$ cat config.mk
export PLATFORM = sky130hd
export DESIGN_NAME = cache_controller
export DESIGN_NICKNAME = d
export VERILOG_FILES = /design/src/rtl/cache_pkg.sv /design/src/rtl/cache_word_sel.sv /design/src/rtl/cache_controller.sv
export SDC_FILE = /design/constraint.sdc
export NUM_CORES = 1
export LEC_CHECK = 0
export ABC_CLOCK_PERIOD_IN_PS = 4500
export CORE_AREA = 2 2 490 492
export CTS_CLUSTER_SIZE = 16
export DETAILED_ROUTE_END_ITERATION = 16
export DIE_AREA = 0 0 492 494
export PLACE_DENSITY = 0.34
export SLEW_MARGIN = 20
export SYNTH_ARGS = -nofsm -noshare
export SYNTH_HDL_FRONTEND = slang
export SYNTH_SLANG_ARGS = --single-unit
$ cat constraint.sdc
create_clock -name clk -period 4.5 [get_ports clk]
set_clock_uncertainty 0.05 [all_clocks]
set_input_delay 1.125 -clock clk [delete_from_list [all_inputs] [get_ports clk]]
set_output_delay 1.125 -clock clk [all_outputs]
set_load 0.05 [all_outputs]
$ cat src/rtl/cache_pkg.sv
// Shared geometry, FSM state type and address field helpers for the
// direct-mapped write-back cache controller.
package cache_pkg;

  localparam int S_OFFSET = 5;
  localparam int S_INDEX  = 4;
  localparam int S_TAG    = 32 - S_OFFSET - S_INDEX;
  localparam int S_MASK   = 2 ** S_OFFSET;
  localparam int S_LINE   = 8 * S_MASK;
  localparam int S_WORD   = S_OFFSET - 2;

  typedef enum logic [1:0] {
    IDLE,
    COMPARE,
    WRITEBACK,
    ALLOCATE
  } cache_state_e;

  function automatic logic [S_TAG-1:0] addr_tag(input logic [31:0] addr);
    return S_TAG'(addr >> (S_OFFSET + S_INDEX));
  endfunction

  function automatic logic [S_INDEX-1:0] addr_index(input logic [31:0] addr);
    return S_INDEX'(addr >> S_OFFSET);
  endfunction

  function automatic logic [S_WORD-1:0] addr_word(input logic [31:0] addr);
    return S_WORD'(addr >> 2);
  endfunction

endpackage

$ cat src/rtl/cache_word_sel.sv
// Word extraction from a cache line and alignment of a CPU word write
// (byte enables and replicated data) into line position.
module cache_word_sel
  import cache_pkg::*;
(
  input  logic [S_LINE-1:0] line_i,
  input  logic [S_WORD-1:0] word_i,
  input  logic [3:0]        wmask_i,
  input  logic [31:0]       wdata_i,
  output logic [31:0]       rword_o,
  output logic [S_MASK-1:0] we_o,
  output logic [S_LINE-1:0] wline_o
);

  assign rword_o = line_i[32*word_i +: 32];
  assign we_o    = S_MASK'(wmask_i) << (4 * word_i);
  assign wline_o = {(S_MASK/4){wdata_i}};

endmodule

$ cat src/rtl/cache_controller.sv
// Write-back, write-allocate controller for a direct-mapped cache: hits,
// clean misses (allocate) and dirty misses (writeback then allocate).
module cache_controller
  import cache_pkg::*;
(
  input  logic               clk,
  input  logic               rst_n,
  input  logic [31:0]        ufp_addr,
  input  logic [3:0]         ufp_rmask,
  input  logic [3:0]         ufp_wmask,
  input  logic [31:0]        ufp_wdata,
  output logic [31:0]        ufp_rdata,
  output logic               ufp_resp,
  output logic [31:0]        dfp_addr,
  output logic               dfp_read,
  output logic               dfp_write,
  output logic [S_LINE-1:0]  dfp_wdata,
  input  logic [S_LINE-1:0]  dfp_rdata,
  input  logic               dfp_resp,
  output logic [S_INDEX-1:0] arr_index,
  output logic [S_MASK-1:0]  data_we,
  output logic [S_LINE-1:0]  data_in,
  input  logic [S_LINE-1:0]  arr_data_out,
  input  logic [S_TAG-1:0]   tag_out,
  input  logic               valid_out,
  input  logic               dirty_out,
  output logic               meta_we,
  output logic [S_TAG-1:0]   tag_in,
  output logic               valid_in,
  output logic               dirty_in
);

  cache_state_e        state_q;
  logic [S_TAG-1:0]    tag_q;
  logic [S_INDEX-1:0]  index_q;
  logic [S_WORD-1:0]   word_q;
  logic [3:0]          wmask_q;
  logic [31:0]         wdata_q;
  logic                resp_q;
  logic [31:0]         rdata_q;
  logic                dfp_read_q;
  logic                dfp_write_q;
  logic [31:0]         dfp_addr_q;

  logic                hit;
  logic                accept;
  logic [31:0]         sel_word;
  logic [S_MASK-1:0]   sel_we;
  logic [S_LINE-1:0]   sel_line;

  cache_word_sel u_word_sel (
    .line_i  (arr_data_out),
    .word_i  (word_q),
    .wmask_i (wmask_q),
    .wdata_i (wdata_q),
    .rword_o (sel_word),
    .we_o    (sel_we),
    .wline_o (sel_line)
  );

  // The response pulse is registered, so the requester still drives its old
  // request during the pulse cycle; that cycle must not be accepted again.
  assign accept = (state_q == IDLE) && !resp_q && ((ufp_rmask | ufp_wmask) != 4'b0);
  assign hit    = valid_out && (tag_out == tag_q);

  assign ufp_resp  = resp_q;
  assign ufp_rdata = rdata_q;
  assign dfp_read  = dfp_read_q;
  assign dfp_write = dfp_write_q;
  assign dfp_addr  = dfp_addr_q;
  assign dfp_wdata = arr_data_out;

  always_comb begin
    arr_index = index_q;
    data_we   = '0;
    data_in   = '0;
    meta_we   = 1'b0;
    tag_in    = tag_q;
    valid_in  = 1'b0;
    dirty_in  = 1'b0;
    unique case (state_q)
      IDLE: arr_index = addr_index(ufp_addr);
      COMPARE: begin
        if (hit && (wmask_q != 4'b0)) begin
          data_we  = sel_we;
          data_in  = sel_line;
          meta_we  = 1'b1;
          valid_in = 1'b1;
          dirty_in = 1'b1;
        end
      end
      ALLOCATE: begin
        if (dfp_resp) begin
          data_we  = '1;
          data_in  = dfp_rdata;
          meta_we  = 1'b1;
          valid_in = 1'b1;
        end
      end
      default: ;
    endcase
  end

  always_ff @(posedge clk or negedge rst_n) begin
    if (!rst_n) begin
      state_q     <= IDLE;
      tag_q       <= '0;
      index_q     <= '0;
      word_q      <= '0;
      wmask_q     <= '0;
      wdata_q     <= '0;
      resp_q      <= 1'b0;
      rdata_q     <= '0;
      dfp_read_q  <= 1'b0;
      dfp_write_q <= 1'b0;
      dfp_addr_q  <= '0;
    end else begin
      resp_q <= 1'b0;
      unique case (state_q)
        IDLE: begin
          if (accept) begin
            tag_q   <= addr_tag(ufp_addr);
            index_q <= addr_index(ufp_addr);
            word_q  <= addr_word(ufp_addr);
            wmask_q <= ufp_wmask;
            wdata_q <= ufp_wdata;
            state_q <= COMPARE;
          end
        end
        COMPARE: begin
          if (hit) begin
            resp_q  <= 1'b1;
            rdata_q <= sel_word;
            state_q <= IDLE;
          end else if (valid_out && dirty_out) begin
            dfp_write_q <= 1'b1;
            dfp_addr_q  <= {tag_out, index_q, {S_OFFSET{1'b0}}};
            state_q     <= WRITEBACK;
          end else begin
            dfp_read_q <= 1'b1;
            dfp_addr_q <= {tag_q, index_q, {S_OFFSET{1'b0}}};
            state_q    <= ALLOCATE;
          end
        end
        WRITEBACK: begin
          if (dfp_resp) begin
            dfp_write_q <= 1'b0;
            dfp_read_q  <= 1'b1;
            dfp_addr_q  <= {tag_q, index_q, {S_OFFSET{1'b0}}};
            state_q     <= ALLOCATE;
          end
        end
        ALLOCATE: begin
          if (dfp_resp) begin
            dfp_read_q <= 1'b0;
            dfp_addr_q <= '0;
            state_q    <= COMPARE;
          end
        end
      endcase
    end
  end

endmodule
==> flow_summary.toml, run 1 <==
[outcome]
result_of_the_run = "finished with violations"
violations = "negative setup slack"

[timing]
worst_slack_ns = -0.101
max-slew-margin-rel_pct = 44.2
report.final.hold_viol_count = 0
period_needed_ns = 4.60
worst-slew-pin-transition_ns = 0.835
rsz_0062_raised_after_global_routing = "true"
max_clock_freq_mhz = 217
finalCritPeriodShare_pct = 102
report.final.setup_viol = 116
hold_slack_ns = 0.439
timing_max_transition_violations_final = 0

[clock_network]
clk_pin_slew_worst_paths_ns = 0.08
clock_latency_ns = 0.55
max_root_sink_buffers = 2
cts_sinks = 130
cts_buf_count = 17
clock_tree.root_cell = "sky130_fd_sc_hd__clkbuf_16"
clock_tree.htree_level_count = 4
cts_tree = "built"

[flow_run]
maxCapViolCount = 0

[global_route]
vias_in_the_first_global_route = 16500
gr-total-overflow = 0
grt_use_total_pct = 15.2
grt_max_degree = 66
first_pass_grt_wire_length_mm = 228
antenna_found_initial = 179

[pwr]
power.clock.fraction_pct = 12.0
power.density_cell_area_nw_per_um2 = 437
leakage_nw = 12.5
seqPwrFrac_pct = 16.4
total_switching_power_mw = 7.56
switching_portion_of_total_power_pct = 53.2
share_comb_of_total_power_pct = 71.6
largest_vdd_supply_drop_v = 0.000327
internal_power_mw = 6.64

[logic_synthesis]
yosys.area.top_type = "sky130_fd_sc_hd__dfrtp_1"
yosys-top-cells-area = "sky130_fd_sc_hd__dfrtp_1 27%, sky130_fd_sc_hd__nand2_1 17%, sky130_fd_sc_hd__buf_4 16%, sky130_fd_sc_hd__mux2_2 13%, sky130_fd_sc_hd__mux4_2 12%"
synth_compound_gate_area_share_pct = 5.16
synth_cell_type_count = 42
post_synth_xor_area_fraction_pct = 1.67
mappedNetlistArea_sq_um = 12000
ys_warn_count = 0
synthMostInstantiatedCell = "sky130_fd_sc_hd__nand2_1"
synth_sequential_area_ratio_pct = 27.0
synth.cells.most_frequent = "558 x sky130_fd_sc_hd__nand2_1, 263 x sky130_fd_sc_hd__buf_4, 134 x sky130_fd_sc_hd__mux2_2, 130 x sky130_fd_sc_hd__dfrtp_1, 64 x sky130_fd_sc_hd__mux4_2"
adder_and_majority_cell_fraction_of_the_synthesized_area_pct = 0.416
synthFlopType = "sky130_fd_sc_hd__dfrtp_1"
post-synth-top-area-fraction_pct = 27.0
ys_ff_latch = 130
synth_simple_gate_area_share_pct = 21.9
synth-edff-count = 0
synthMuxAreaShare_pct = 24.5
syn-mean-instance-area_sq_um = 8.46
syn_inst = 1423
ys_async_sr_fraction_pct = 100
dominant_combinational_cell_family_by_area_after_synthesis = "multiplexers"

[cells_and_area]
final_design_area_no_fill_sq_um = 32500
stdcell_count = 5657
synthToLayoutAreaGrowth_pct = 170
drive_gt1_share_pct = 42.7
nets = 3062

[critical_path]
timing.critical_path.required_ns = 3.32
crit_path_dat_ns = 3.43
highest_fanout_seen_on_the_critical_path = 8
worst_setup_path_end_kind = "output port"
critPathLaunchType = "primary input"
worstSetupPathType = "in -> out"
reg2regPathDepth = 9

[floorplan]
initial_utilization_pct = 5.07
placeableCoreArea_sq_um = 237000
die_width_microns = 492
num_rows = 179
ios = 1253
floorplan.die_area_sq_um = 243000
die_h_microns = 494

[route]
drc_violations_left = 0
vias = 15600
drc_violation_total_after_the_first_tritonroute_iteration = 693
detail_route.wl_per_cell_microns = 33.5
postRouteWirelength_mm = 190
drt-pass1-iter-count = 4
antenna_violating_nets_left = 0
route.detailed.vias_per_inst = 2.76

[hold_path]
number_of_cells_on_the_worst_hold_path = 2
worstHoldPathType = "reg -> reg"

[place]
placement.io_buffers = 1245
dpl.cell_count = 5583
place_hpwl_mm = 173
placed_instance_area_sq_um = 29700
place_congestion = 0.938
-- flip-flops by register name, summed over array words and instances, names as in the netlist --
signal and cells:
dfp_write 1, dfp_read 1, ufp_resp 1, dfp_addr 27
word_q 3, wdata_q 32, tag_in 23, index_q 4
state_q 2, ufp_rdata 32, wmask_q 4
-- cell type report --
type	count	area, sq um
clock buffer	17	425
timing repair buffer	1339	16100
multi-input combinational	952	8450
clock inverter	15	189
inverter	6	22.5
fill	27000	205000
tap	3167	3960
antenna	31	77.6
sequential	130	3260
-- metal layers --
layer	up-vias	GRT usage, %	part of all wire, %
met4	134	4.02	2.8
met5	-	0	0.46
met3	264	8.48	12
met1	7580	16.5	38
met2	1049	25.3	47
li1	6582	-	-
-- critical path, cell delays in order --
cell and delay, ns:
sky130_fd_sc_hd__buf_8 0.10, sky130_fd_sc_hd__xor2_4 0.16, sky130_fd_sc_hd__nor4_2 0.31, sky130_fd_sc_hd__buf_4 0.16, sky130_fd_sc_hd__nand4_1 0.16, sky130_fd_sc_hd__nor4b_4 0.34, sky130_fd_sc_hd__buf_12 0.18, sky130_fd_sc_hd__buf_12 0.13
sky130_fd_sc_hd__buf_16 0.17, sky130_fd_sc_hd__buf_12 0.12, sky130_fd_sc_hd__nand2_8 0.09, sky130_fd_sc_hd__nand2_2 0.16, sky130_fd_sc_hd__buf_12 0.15
-- timing repair --
| action | 4_1_cts | 5_1_grt |
|---|---|---|
| hold buffers | 0 | 0 |
| buffers inserted | 5 | 10 |
| cloned | 3 | 0 |
| pin swaps | 37 | 32 |
| resized for setup | 353 | 207 |
| endpoints found under the setup margin | 291 | 245 |
-- worst paths after layout --
path                       slack [ns]                         to                     start
setup / recovery                -0.10                data_in[69]               tag_out[22]
hold reg to reg                  0.44   dfp_addr[16]$_DFFE_PN0P_  dfp_addr[16]$_DFFE_PN0P_
hold / removal                   0.44   dfp_addr[16]$_DFFE_PN0P_  dfp_addr[16]$_DFFE_PN0P_
min in group asynchronous        0.51      tag_in[1]$_DFFE_PN0P_                     rst_n
max in group asynchronous        3.01      word_q[2]$_DFFE_PN0P_                     rst_n
setup reg to reg                 1.47  ufp_rdata[16]$_DFFE_PN0P_    tag_in[22]$_DFFE_PN0P_
-- metrics by stage --
stage                     utilization, %  setup WS, ns  total power, mW  setup TNS [ns]
after detailed placement            12.5        -0.834             12.3         -187.95
after CTS                           13.3        -0.132             14.4           -8.23
after global placement              12.5        -0.875             12.3         -201.35
after floorplan                        -        -0.285             7.33           -1.70
final                               13.7        -0.101             14.2           -5.13
after global routing                13.7        -0.184             14.9          -24.94
-- cell families after synthesis --
logic type                 after synthesis
AOI/OAI and AO/OA                       95
xor gates and xnor gates                23
buffers and inverters                  345
muxes                                  198
adders and majority gates                4
other                                    1
DFF                                    130
and+or+nand+nor                        627
-- power by group through the flow --
stage / Clock (mW) / Combinational [mW] / Sequential, mW
floorplan: 0 / 4.59 / 2.75
global placement: 0 / 10.0 / 2.24
detailed placement: 0 / 10.1 / 2.24
CTS: 1.83 / 10.2 / 2.29
global route: 1.85 / 10.6 / 2.40
finish: 1.71 / 10.2 / 2.33
-- layout by cell type (no fill, tap or decap), drive strengths merged, types with 2 or more instances in the layout --
cell type      count
nor4               7
and4               2
nor3               2
clkinv             4
nor2b              2
dfrtp            130
nand2b             6
clkdlybuf4s15      2
a21oi              4
mux2             134
clkdlybuf4s50    808
nand3              3
nor2               8
nand2            587
diode             31
clkbuf            18
conb               5
inv               15
nand4              4
a22oi             23
a41o              14
and2               3
dlygate4sd2        4
xor2              16
mux4              64
xnor2              7
buf              524
ha                 4
o21ai             48
Note: power is estimated with default switching activity, not from simulation.
==> run 2, diff against run 1 <==
--- a/config.mk
+++ b/config.mk
@@ -11,7 +11,6 @@
 export DETAILED_ROUTE_END_ITERATION = 16
 export DIE_AREA = 0 0 492 494
 export PLACE_DENSITY = 0.34
-export SLEW_MARGIN = 20
 export SYNTH_ARGS = -nofsm -noshare
 export SYNTH_HDL_FRONTEND = slang
 export SYNTH_SLANG_ARGS = --single-unit
==> results of run 2 <==
No change in the layout: final DEF, timing and power equal those of run 1.
